$ cat src/rtl/cnx_queue_ctrl.sv
// Centronics capture queue: synchronizes the printer strobe, queues captured bytes
// for the SPI side to pop, and drives the busy handshake back to the host.
module cnx_queue_ctrl #(
    parameter int DEPTH     = 8,
    parameter int BUSY_HOLD = 4
) (
    input  logic                   clk,
    input  logic                   rst,
    input  logic                   strobe,
    input  logic [7:0]             centronix,
    input  logic                   inv_strobe,
    input  logic                   inv_busy,
    output logic                   busy,
    input  logic                   rd_req,
    output logic [7:0]             rd_data,
    output logic                   rd_valid,
    output logic [$clog2(DEPTH):0] level,
    output logic                   ovf,
    input  logic                   ovf_clr
);
    localparam int PW = $clog2(DEPTH);
    localparam int LW = PW + 1;
    localparam int CW = (BUSY_HOLD > 1) ? $clog2(BUSY_HOLD) : 1;
    localparam logic [LW-1:0] FULL_LVL  = LW'(DEPTH);
    localparam logic [CW-1:0] HOLD_LOAD = CW'(BUSY_HOLD - 1);

    typedef enum logic [1:0] {
        ST_IDLE = 2'd0,
        ST_HOLD = 2'd1,
        ST_FULL = 2'd2
    } state_t;

    logic          sync1_q, sync2_q, det_q;
    logic [2:0]    fill_q;
    logic [7:0]    cdat_p0_q, cdat_p1_q;
    logic          strb_act, capture;

    logic [7:0]    mem [DEPTH];
    logic [PW-1:0] wr_ptr_q, wr_ptr_d, rd_ptr_q, rd_ptr_d;
    logic [LW-1:0] level_q, level_d;
    logic          ovf_q, ovf_d;
    logic [7:0]    rd_data_q, rd_data_d;
    logic          rd_valid_q, rd_valid_d;
    logic          pop_ok, wr_ok, ovf_set, is_full;

    state_t        state_q, state_d;
    logic [CW-1:0] cnt_q, cnt_d;
    logic          nr_q;

    // Stage 0/1: strobe synchronizer with the data bus delayed alongside it.
    // fill_q keeps the edge detector quiet until all three flops hold real samples,
    // so leaving reset with strobe already active never looks like an edge.
    always_ff @(posedge clk or posedge rst) begin
        if (rst) begin
            sync1_q <= 1'b0;
            sync2_q <= 1'b0;
            det_q   <= 1'b0;
            fill_q  <= 3'b000;
        end else begin
            sync1_q <= strobe;
            sync2_q <= sync1_q;
            det_q   <= strb_act;
            fill_q  <= {fill_q[1:0], 1'b1};
        end
    end

    always_ff @(posedge clk) begin
        cdat_p0_q <= centronix;
        cdat_p1_q <= cdat_p0_q;
    end

    assign strb_act = ~(sync2_q ^ inv_strobe);
    assign capture  = fill_q[2] & strb_act & ~det_q;

    // Stage 2: queue update
    assign is_full = (level_q == FULL_LVL);
    assign pop_ok  = rd_req && (level_q != '0);
    assign wr_ok   = capture && (!is_full || pop_ok);
    assign ovf_set = capture && is_full && !pop_ok;

    always_comb begin
        wr_ptr_d   = wr_ptr_q;
        rd_ptr_d   = rd_ptr_q;
        level_d    = level_q;
        rd_data_d  = rd_data_q;
        rd_valid_d = pop_ok;
        ovf_d      = ovf_q;
        if (wr_ok) begin
            wr_ptr_d = wr_ptr_q + 1'b1;
        end
        if (pop_ok) begin
            rd_ptr_d  = rd_ptr_q + 1'b1;
            rd_data_d = mem[rd_ptr_q];
        end
        if (wr_ok && !pop_ok) begin
            level_d = level_q + 1'b1;
        end else if (pop_ok && !wr_ok) begin
            level_d = level_q - 1'b1;
        end
        if (ovf_set) begin
            ovf_d = 1'b1;
        end else if (ovf_clr) begin
            ovf_d = 1'b0;
        end
    end

    always_ff @(posedge clk) begin
        if (wr_ok) begin
            mem[wr_ptr_q] <= cdat_p1_q;
        end
    end

    always_ff @(posedge clk or posedge rst) begin
        if (rst) begin
            wr_ptr_q   <= '0;
            rd_ptr_q   <= '0;
            level_q    <= '0;
            ovf_q      <= 1'b0;
            rd_data_q  <= 8'h00;
            rd_valid_q <= 1'b0;
        end else begin
            wr_ptr_q   <= wr_ptr_d;
            rd_ptr_q   <= rd_ptr_d;
            level_q    <= level_d;
            ovf_q      <= ovf_d;
            rd_data_q  <= rd_data_d;
            rd_valid_q <= rd_valid_d;
        end
    end

    // Busy FSM; a full queue overrides whatever the hold timer would do.
    always_comb begin
        state_d = state_q;
        cnt_d   = cnt_q;
        case (state_q)
            ST_IDLE: begin
                if (capture) begin
                    state_d = ST_HOLD;
                    cnt_d   = HOLD_LOAD;
                end
            end
            ST_HOLD: begin
                if (capture) begin
                    cnt_d = HOLD_LOAD;
                end else if (cnt_q == '0) begin
                    state_d = ST_IDLE;
                end else begin
                    cnt_d = cnt_q - 1'b1;
                end
            end
            ST_FULL: begin
                if (level_d != FULL_LVL) begin
                    state_d = ST_IDLE;
                end
            end
            default: begin
                state_d = ST_IDLE;
                cnt_d   = '0;
            end
        endcase
        if (level_d == FULL_LVL) begin
            state_d = ST_FULL;
            cnt_d   = '0;
        end
    end

    always_ff @(posedge clk or posedge rst) begin
        if (rst) begin
            state_q <= ST_IDLE;
            cnt_q   <= '0;
            nr_q    <= 1'b0;
        end else begin
            state_q <= state_d;
            cnt_q   <= cnt_d;
            nr_q    <= (state_q != ST_IDLE);
        end
    end

    // Polarity applied after the register so an inv_busy change shows up at once.
    assign busy     = nr_q ^ inv_busy;
    assign rd_data  = rd_data_q;
    assign rd_valid = rd_valid_q;
    assign level    = level_q;
    assign ovf      = ovf_q;

endmodule

$ cat config.mk
export PLATFORM = sky130hd
export DESIGN_NAME = cnx_queue_ctrl
export DESIGN_NICKNAME = d
export VERILOG_FILES = /design/src/rtl/cnx_queue_ctrl.sv
export SDC_FILE = /design/constraint.sdc
export NUM_CORES = 1
export LEC_CHECK = 0
export CORE_MARGIN = 2
export CORE_UTILIZATION = 40
export CTS_CLUSTER_DIAMETER = 200
export CTS_CLUSTER_SIZE = 28
export DETAILED_ROUTE_END_ITERATION = 10
export SLEW_MARGIN = 15
export SYNTH_ARGS = -nofsm -noshare
export SYNTH_HDL_FRONTEND = slang
export SYNTH_SLANG_ARGS = --single-unit
$ cat constraint.sdc
create_clock -name clk -period 6.5 [get_ports clk]
set_input_delay 0.65 -clock clk [delete_from_list [all_inputs] [get_ports clk]]
set_output_delay 0.65 -clock clk [all_outputs]
set_load 0.005 [all_outputs]
==> results of run 1 <==
state kept, by name, indices dropped and copies added, names as in the netlist, 2 cells and up:
signal	count
cdat_p0_q	8
cdat_p1_q	8
cnt_q	2
fill_q	3
level	4
mem	64
rd_data	8
rd_ptr_q	3
state_q	2
wr_ptr_q	3
per-layer routing:
metal | up-vias | GRT usage, %
li1 | 1035 | -
met1 | 1105 | 16.5
met2 | 43 | 23.3
met3 | 13 | 4.26
met4 | 0 | 5.66
met5 | - | 0
metrics by stage:
| step | cell area (sq um) | cells | setup WS [ns] | hold slack, ns | util (%) |
|---|---|---|---|---|---|
| 2_1_floorplan | 4250 | 262 | 4.05 | 0.310 | - |
| 3_3_place_gp | 4670 | 419 | 3.28 | 0.310 | 45.2 |
| 3_5_place_dp | 4670 | 419 | 3.05 | 0.312 | 45.2 |
| 4_1_cts | 4860 | 435 | 3.46 | 0.337 | 47.1 |
| 5_1_grt | 4860 | 435 | 3.38 | 0.345 | 47.1 |
| 6_report | 4860 | 435 | 3.55 | 0.335 | 47.1 |
how the worst max path moves through the flow:
stage	from	end	slack (ns)	cells after the start
final	inv_strobe	mem[1][0]	3.55	7
after global routing	level[1]	mem[1][0]	3.38	7
after CTS	inv_strobe	mem[0][0]	3.46	6
after detailed placement	inv_strobe	mem[0][1]	3.05	6
after global placement	inv_strobe	mem[0][1]	3.28	6
after floorplan	inv_strobe	mem[0][0]	4.05	5
synth_stat cells, types with 2 or more instances:
cell      instances
nor2b_1           2
nand3_1           4
mux2i_1           8
dfxtp_1          16
xnor2_1           4
nor2_1           10
buf_2             4
o21ai_0          11
o22ai_1           2
buf_1             2
and2_1            2
nor3_1            2
ha_1              5
buf_4             2
or2_2             2
xor2_1            2
edfxtp_1         64
inv_1            10
nand2b_1          5
mux4_2           16
dfrtp_1          31
a21oi_1           9
nand2_1          19
worst register-to-register path: cells and delay by family (launching register included):
family | cells | cell delay (ns)
and+or+nand+nor | 5 | 1.55
DFF | 1 | 0.54
adders and majority gates | 1 | 0.30
buffers and inverters | 1 | 0.11
cells by family after synthesis:
family	synth area share (%)
xor+xnor	1.62
buf+inv	2.09
compound gates	5.77
simple gates	7.01
other cells	0.0883
fa+ha+maj	1.71
flops	71.1
mux	10.6
report_power, final:
part | switching (W) | internal [W]
Sequential | 0.000148 | 0.000841
Clock | 0.000247 | 0.000148
Combinational | 0.000200 | 0.000300
Total | 0.000595 | 0.00129
cell type report:
type,count,area [sq um],area share (%)
flip-flops and latches,111,3020,62.1
multi-input cells,131,1140,23.5
repair buffers,30,298,6.12
well taps,136,170,3.50
clock buffers,9,124,2.55
clock inverters,7,67.6,1.39
inverters,11,41.3,0.849
==> reports/qor.yml, run 1 <==
min_period_over_period_pct: 45.4
path_max_fanout: 8
ios: 30
antenna_cells: 0
drt_iter0_drc: 163
ys_types: 53
crit_chain: "clkdlybuf4s50_1 > xor2_2 > inv_2 > nand2_2 > nor2_1 > nand2_1 > nor3_1"
synth_top_flop_cell: "edfxtp_1"
powerDensity_nw_per_um2: 387
hpwl_mm: 4.80
gr-total-overflow: 0
vias_per_cell: 5.05
min_path_type: "reg -> reg"
synth_seq_cells: 111
wl_met1_mm: 2.97
fill_cells: 895
cts_tree: "built"
path_class: "in -> reg"
synth_area_per_cell_sq_um: 16.2
met2WireLength_mm: 3.73
routed_wl_mm: 7.18
most-common-layout-cells: "edfxtp_1, dfrtp_1, clkdlybuf4s50_1, nand2_1"
r2r-end: "mem[1][0]"
cts_hold_buf: 0
fp.coreArea_sq_um: 10300
setup_tns_ns: 0
grt_pass1_vias: 2243
clkSinkCount: 111
netlist_instances: 262
synth_fp_nets: 282
min_to: "cdat_p1_q[1]"
ir_drop_v: 0.000157
port_buffers: 29
place_congestion: 0.788
layout_commonest_cell: "edfxtp_1"
p_leak_nw: 1.75
r2r-start: "level[1]"
cp_top_family: "simple AND/OR/NAND/NOR gates"
layout.nets: 314
maxSlewViolCount: 0
critPathBufInv: 2
drcViolationCount: 0
syn_area_sq_um: 4250
critPathLaunchType: "primary input"
syn2layout_area_growth_pct: 14.5
drive_above_1_share_pct: 15.4
period_needed_ns: 2.95
initial_core_util_pct: 41.1
die_h_um: 107
clk_latency_ns: 0.37
cts_setup_buffers: 0
antenna_found_initial: 0
arrival_ns: 2.94
finalPower_w: 0.00188
yosysTopAreaCell: "edfxtp_1"
rrSetupSlack_ns: 3.62
grt_max_degree: 32
holdCritStartpoint: "cdat_p0_q[1]"
maxCapViolCount: 0
synth_top_area_share_pct: 45.3
synth-seq-area-share_pct: 71.1
die_area_sq_um: 11500
path_clk_slew_ns: 0.10
track_usage_pct: 13.8
dr_total_vias: 2196
critPathRequiredTime_ns: 6.49
die_w_um: 107
rows: 37
drt-pass1-iter-count: 5
ant_nets: 0
synthArstFlopShare_pct: 27.9
routedWlPerCell_um: 16.5
cts-root-buf: "clkbuf_8"
cpPeakStageDelay_ns: 0.87
synth_warnings: 0
top_layer_used: "met4"
status: "finished, final reports clean"
met3WireLength_um: 297
reg2regPathDepth: 7
htreeDepth: 3
cts.repair.resized: 0
hold_viol: 0
rsz0062_at_grt: "false"
synthTopCellsByArea: "edfxtp_1, dfrtp_1, mux4_2"
finalSetupViolCount: 0
cts-buffers-inserted: 9
end_kind: "flop"
min_path_cells: 0
grt_pass1_wl_mm: 11.7
synth_edf_count: 64
fmax_ghz: 0.339
fin_worst_skew_ns: 0.00897
worst_path_max_delay_cell: "nor3_1"
slew_headroom_pct: 25.7
worstMarginPinSlew_ns: 1.11
cts_buffer_depth: 2
Power figures use the tool's default switching activity.
==> inputs of run 2 (changes only) <==
==> constraint.sdc (replaced) <==
create_clock -name clk -period 2.7 [get_ports clk]
set_input_delay 0.27 -clock clk [delete_from_list [all_inputs] [get_ports clk]]
set_output_delay 0.27 -clock clk [all_outputs]
set_load 0.005 [all_outputs]
==> reports/qor.yml, run 2 (synthesis gave the netlist of run 1 again) <==
cts_tree: "built"
finalSetupViolCount: 0  # unchanged
port_buffers: 29  # unchanged
layout.nets: 325  # +3.5%
final_cells: 446  # +2.5%
grt_pass1_wl_mm: 12.4  # +5.5%
arrival_ns: 2.29  # -0.65 ns
end_kind: "flop"
finalPower_w: 0.00454  # +140%
startpoint: "level[0]"
hpwl_mm: 5.29  # +10%
maxSlewViolCount: 0  # unchanged
status: "finished, final reports clean"
routed_wl_mm: 7.60  # +5.9%
clkSinkCount: 111  # unchanged
drcViolationCount: 0  # unchanged
path_class: "reg -> reg"
grt_pass1_vias: 2257  # +0.62%
hold_viol: 0  # unchanged
fin_ws_ns: 0.492  # -3.06 ns
regMostFlops: "mem"
cts_hold_buf: 0  # unchanged
routedWlPerCell_um: 17.0  # +3.3%
rrSetupSlack_ns: 0.49  # -3.13 ns
r2r-end: "mem[1][4]"
dp.cells: 430  # +2.6%
p_leak_nw: 1.80  # +2.9%
min_period_over_period_pct: 81.8
fp.coreArea_sq_um: 10300  # unchanged
critPathLaunchType: "flop"
worstSetupEndpoint: "mem[1][4]"
dr_total_vias: 2225  # +1.3%
drive_above_1_share_pct: 18.4  # +3.0 points
maxCapViolCount: 0  # unchanged
path_clk_slew_ns: 0.10  # about the same
fin_worst_skew_ns: 0.00606  # -0.00290 ns
antenna_cells: 0  # unchanged
grt_max_degree: 32  # unchanged
cts-buffers-inserted: 9  # unchanged
antenna_found_initial: 0  # unchanged
drt_iter0_drc: 150  # -8.0%
cts_buffer_depth: 2  # unchanged
htreeDepth: 3  # unchanged
r2r-start: "level[0]"
track_usage_pct: 14.6  # +0.81 points
drt-pass1-iter-count: 4  # -1
most-common-layout-cells: "edfxtp_1, dfrtp_1, clkdlybuf4s50_1, nand2_1"
die_h_um: 107  # unchanged
path_max_fanout: 9  # +1
fill_cells: 862  # -3.7%
ir_drop_v: 0.000374  # +140%
powerDensity_nw_per_um2: 921  # +140%
worstMarginPinSlew_ns: 0.783  # -0.323 ns
fmax_ghz: 0.453
place_ws_ns: 0.367  # -2.69 ns
period_needed_ns: 2.21
die_area_sq_um: 11500  # unchanged
cts_setup_buffers: 0  # unchanged
place_congestion: 0.862  # +9.3%
vias_per_cell: 4.99  # -1.2%
cts-root-buf: "clkbuf_8"
syn2layout_area_growth_pct: 16.0
slew_headroom_pct: 47.8  # +22 points
setup_tns_ns: 0  # unchanged
ant_nets: 0  # unchanged
rows: 37  # unchanged
reg2regPathDepth: 8  # +1
rsz0062_at_grt: "false"
die_w_um: 107  # unchanged
cts.repair.resized: 0  # unchanged
gr-total-overflow: 0  # unchanged
ios: 30  # unchanged
critPathRequiredTime_ns: 2.78  # -3.71 ns
clk_latency_ns: 0.36  # about the same
largest_reg_flops: 64  # unchanged
layout_commonest_cell: "edfxtp_1"
initial_core_util_pct: 41.1  # unchanged
min_path_type: "in -> async"
[run 2: changes by cell type in the layout (fill, tap and decap cells not counted), sizes merged]
cell	delta
buf	+11
clkinv	-2
inv	+1
clkinvlp	+1
[run 2: worst min-delay path by stage]
stage                 startpoint           end  depth (start not counted)
global placement    cdat_p0_q[7]  cdat_p1_q[7]                          0
detailed placement  cdat_p0_q[4]  cdat_p1_q[4]                          0
global route        centronix[6]  cdat_p0_q[6]                          1
finish                       rst      rd_valid                          3
CTS                          rst    rd_data[7]                          3
floorplan           centronix[0]  cdat_p0_q[0]                          0
[run 2: cell type report]
cell class,instances,area [sq um],share of cell area (%)
Sequential cell,111,3020,61.2
Inverter,11,41.3,0.838
Multi-Input combinational cell,131,1140,23.1
Tap cell,136,170,3.45
Clock buffer,9,124,2.51
Clock inverter,7,53.8,1.09
Timing Repair Buffer,41,380,7.72
[run 2: power breakdown]
| group | internal [W] | leakage, nW | switching [W] | total (W) |
|---|---|---|---|---|
| Combinational | 0.000750 | 0.619 | 0.000577 | 0.00133 |
| Sequential | 0.00203 | 1.09 | 0.000277 | 0.00230 |
| Clock | 0.000347 | 0.0924 | 0.000561 | 0.000908 |
[run 2: through the flow]
step | cell area [sq um] | util [%] | hold slack (ns)
global placement | 4750 | 46.0 | 0.310
global route | 4930 | 47.7 | 0.320
finish | 4930 | 47.7 | 0.286
CTS | 4930 | 47.7 | 0.299
detailed placement | 4750 | 46.0 | 0.314
floorplan | 4250 | - | 0.298
[run 2: critical path, stage by stage, from the launching register on]
cell	delay, ns
dfrtp_1	0.46
inv_1	0.12
ha_1	0.31
nand3b_1	0.15
nor2_1	0.08
nor2_1	0.25
nand2_1	0.19
nor3_1	0.16
buf_4	0.20
[run 2: routing by layer]
| layer | share of wire, % | track usage (%) | vias to the layer above |
|---|---|---|---|
| li1 | - | - | 1055 |
| met1 | 48 | 20.6 | 1117 |
| met2 | 47 | 22.2 | 46 |
| met3 | 3.5 | 3.59 | 7 |
| met4 | 1.4 | 5.29 | 0 |
| met5 | 0 | 0 | - |
==> inputs of run 3 (changes only) <==
==> constraint.sdc (replaced) <==
create_clock -name clk -period 1.9 [get_ports clk]
set_input_delay 0.19 -clock clk [delete_from_list [all_inputs] [get_ports clk]]
set_output_delay 0.19 -clock clk [all_outputs]
set_load 0.005 [all_outputs]
==> reports/qor.yml, run 3 (synthesis gave the netlist of run 1 again) <==
status: "finished, final reports clean"
ir_drop_v: 0.000658  # +76%
routedWlPerCell_um: 16.1  # -5.7%
drt-pass1-iter-count: 4  # unchanged
routed_wl_mm: 7.38  # -2.8%
maxCapViolCount: 0  # unchanged
arrival_ns: 2.04  # -0.25 ns
p_leak_nw: 1.90  # +5.6%
syn2layout_area_growth_pct: 23.2
rrSetupSlack_ns: 0.10  # -0.39 ns
die_h_um: 107  # unchanged
r2r-start: "level[1]"
drt_iter0_drc: 132  # -12%
die_area_sq_um: 11500  # unchanged
port_buffers: 29  # unchanged
reg2regPathDepth: 7  # -1
period_needed_ns: 1.80  # -0.411 ns
layout_commonest_cell: "edfxtp_1"
antenna_found_initial: 0  # unchanged
worst_path_max_delay_cell: "dfrtp_2"
seqPwrFrac_pct: 46.6  # -4.2 points
worstMarginPinSlew_ns: 0.619  # -0.164 ns
clk_latency_ns: 0.36  # about the same
finalSetupViolCount: 0  # unchanged
cellInternalPower_w: 0.00467  # +49%
worstSetupEndpoint: "state_q[0]"
min_period_over_period_pct: 94.6  # +13 points
cpPeakStageDelay_ns: 0.42  # -0.04 ns
track_usage_pct: 14.2  # -0.45 points
layout.nets: 339  # +4.3%
ios: 30  # unchanged
antenna_cells: 0  # unchanged
path_class: "reg -> reg"
rsz0062_at_grt: "true"
grt_pass1_wl_mm: 12.0  # -3.3%
startpoint: "level[1]"
cp_num_cells: 7  # -1
r2r-end: "state_q[0]"
rows: 37  # unchanged
path_clk_slew_ns: 0.11  # about the same
combPwrFrac_pct: 34.0  # +4.8 points
fill_cells: 858  # -0.46%
drive_above_1_share_pct: 27.2  # +8.8 points
powerDensity_nw_per_um2: 1300  # +42%
critPathRequiredTime_ns: 2.14  # -0.64 ns
ant_nets: 0  # unchanged
critPathLaunchType: "flop"
finalInstanceArea_sq_um: 5230  # +6.1%
min_path_type: "in -> async"
cts_tree: "built"
postPlaceCellArea_sq_um: 5030  # +5.9%
hold_viol: 0  # unchanged
grt_pass1_vias: 2274  # +0.75%
place_congestion: 0.810  # -6.0%
use_met1_pct: 20.1  # -0.45 points
most-common-layout-cells: "edfxtp_1, dfrtp_1, clkdlybuf4s50_1, buf_4, nand2_1"
fp.coreArea_sq_um: 10300  # unchanged
slew_headroom_pct: 58.8  # +11 points
clkPwrFrac_pct: 19.4  # -0.6 points
grt_max_degree: 32  # unchanged
vias_per_cell: 4.99  # about the same
fmax_ghz: 0.557  # +23%
crit_chain: "buf_4 > ha_1 > nor3b_1 > a31oi_2 > o211ai_2 > a211oi_4 > a221oi_1"
critPathBufInv: 1  # -1
power_switching_w: 0.00215  # +52%
die_w_um: 107  # unchanged
cp_top_family: "compound AO/OA/AOI/OAI gates"
initial_core_util_pct: 41.1  # unchanged
cts-root-buf: "clkbuf_8"
fin_worst_skew_ns: 0.0106  # +0.00450 ns
use_met2_pct: 21.4  # -0.77 points
maxSlewViolCount: 0  # unchanged
dr_total_vias: 2295  # +3.1%
gr-max-usage-layer: "met2"
gr-total-overflow: 0  # unchanged
regMostFlops: "mem"
cts-buffers-inserted: 9  # unchanged
largest_reg_flops: 64  # unchanged
final_core_util_pct: 50.7  # +2.9 points
swShare_pct: 31.6  # +0.40 points
hpwl_mm: 5.04  # -4.8%
clkSinkCount: 111  # unchanged
drcViolationCount: 0  # unchanged
path_max_fanout: 8  # -1
cts_buffer_depth: 2  # unchanged
end_kind: "flop"
htreeDepth: 3  # unchanged
use_met3_pct: 2.43  # -1.2 points
[run 3: worst reg2reg max path, delay by kind of cell (launching register included)]
kind	cells	cell delay, ns
compound gates	4	0.72
flops	1	0.42
fa+ha+maj	1	0.22
buf+inv	1	0.16
simple gates	1	0.16
[run 3: layer usage]
layer / wire (um) / vias to the layer above
met1: 3650 / 1180
li1: - / 1083
met5: 0 / -
met3: 153 / 7
met2: 3480 / 25
met4: 103 / 0
[run 3: metrics by stage]
stage | cells | total power (W) | setup TNS (ns) | hold slack [ns] | setup slack (ns)
2_1_floorplan | 262 | 0.00466 | -2.91 | 0.218 | -0.134
3_3_place_gp | 444 | 0.00551 | -3.15 | 0.311 | -0.119
3_5_place_dp | 444 | 0.00556 | -4.07 | 0.312 | -0.135
4_1_cts | 460 | 0.00688 | 0 | 0.206 | 0.0126
5_1_grt | 460 | 0.00723 | -0.0251 | 0.233 | -0.0251
6_report | 460 | 0.00682 | 0 | 0.196 | 0.103
[run 3: area by class of cell]
class | count | area, sq um | share of cell area, %
Clock buffer | 9 | 124 | 2.37
Tap cell | 136 | 170 | 3.25
Clock inverter | 7 | 61.3 | 1.17
Inverter | 11 | 41.3 | 0.789
Multi-Input combinational cell | 131 | 1240 | 23.7
Timing Repair Buffer | 55 | 573 | 11.0
Sequential cell | 111 | 3020 | 57.7
[run 3: worst min path at each step]
stage / to / cells past startpoint / slack (ns)
after global routing: cdat_p0_q[3] / 1 / 0.23
after CTS: ovf / 3 / 0.21
after global placement: cdat_p1_q[1] / 0 / 0.31
after detailed placement: cdat_p1_q[2] / 0 / 0.31
final: ovf / 3 / 0.20
after floorplan: cdat_p0_q[0] / 0 / 0.22
[run 3: timing repair]
item,CTS,global route
endpoints found under the setup margin,0,25
endpoints found under the hold margin,0,0
buffers inserted,0,0
hold buffers,0,0
gates resized for setup,0,4
[run 3: power groups by stage]
stage                     logic, W  registers, W  clock network [W]
final                      0.00232       0.00318            0.00132
after global routing       0.00254       0.00323            0.00146
after CTS                  0.00233       0.00318            0.00137
after detailed placement   0.00233       0.00323                  0
after global placement     0.00228       0.00323                  0
after floorplan            0.00147       0.00318                  0
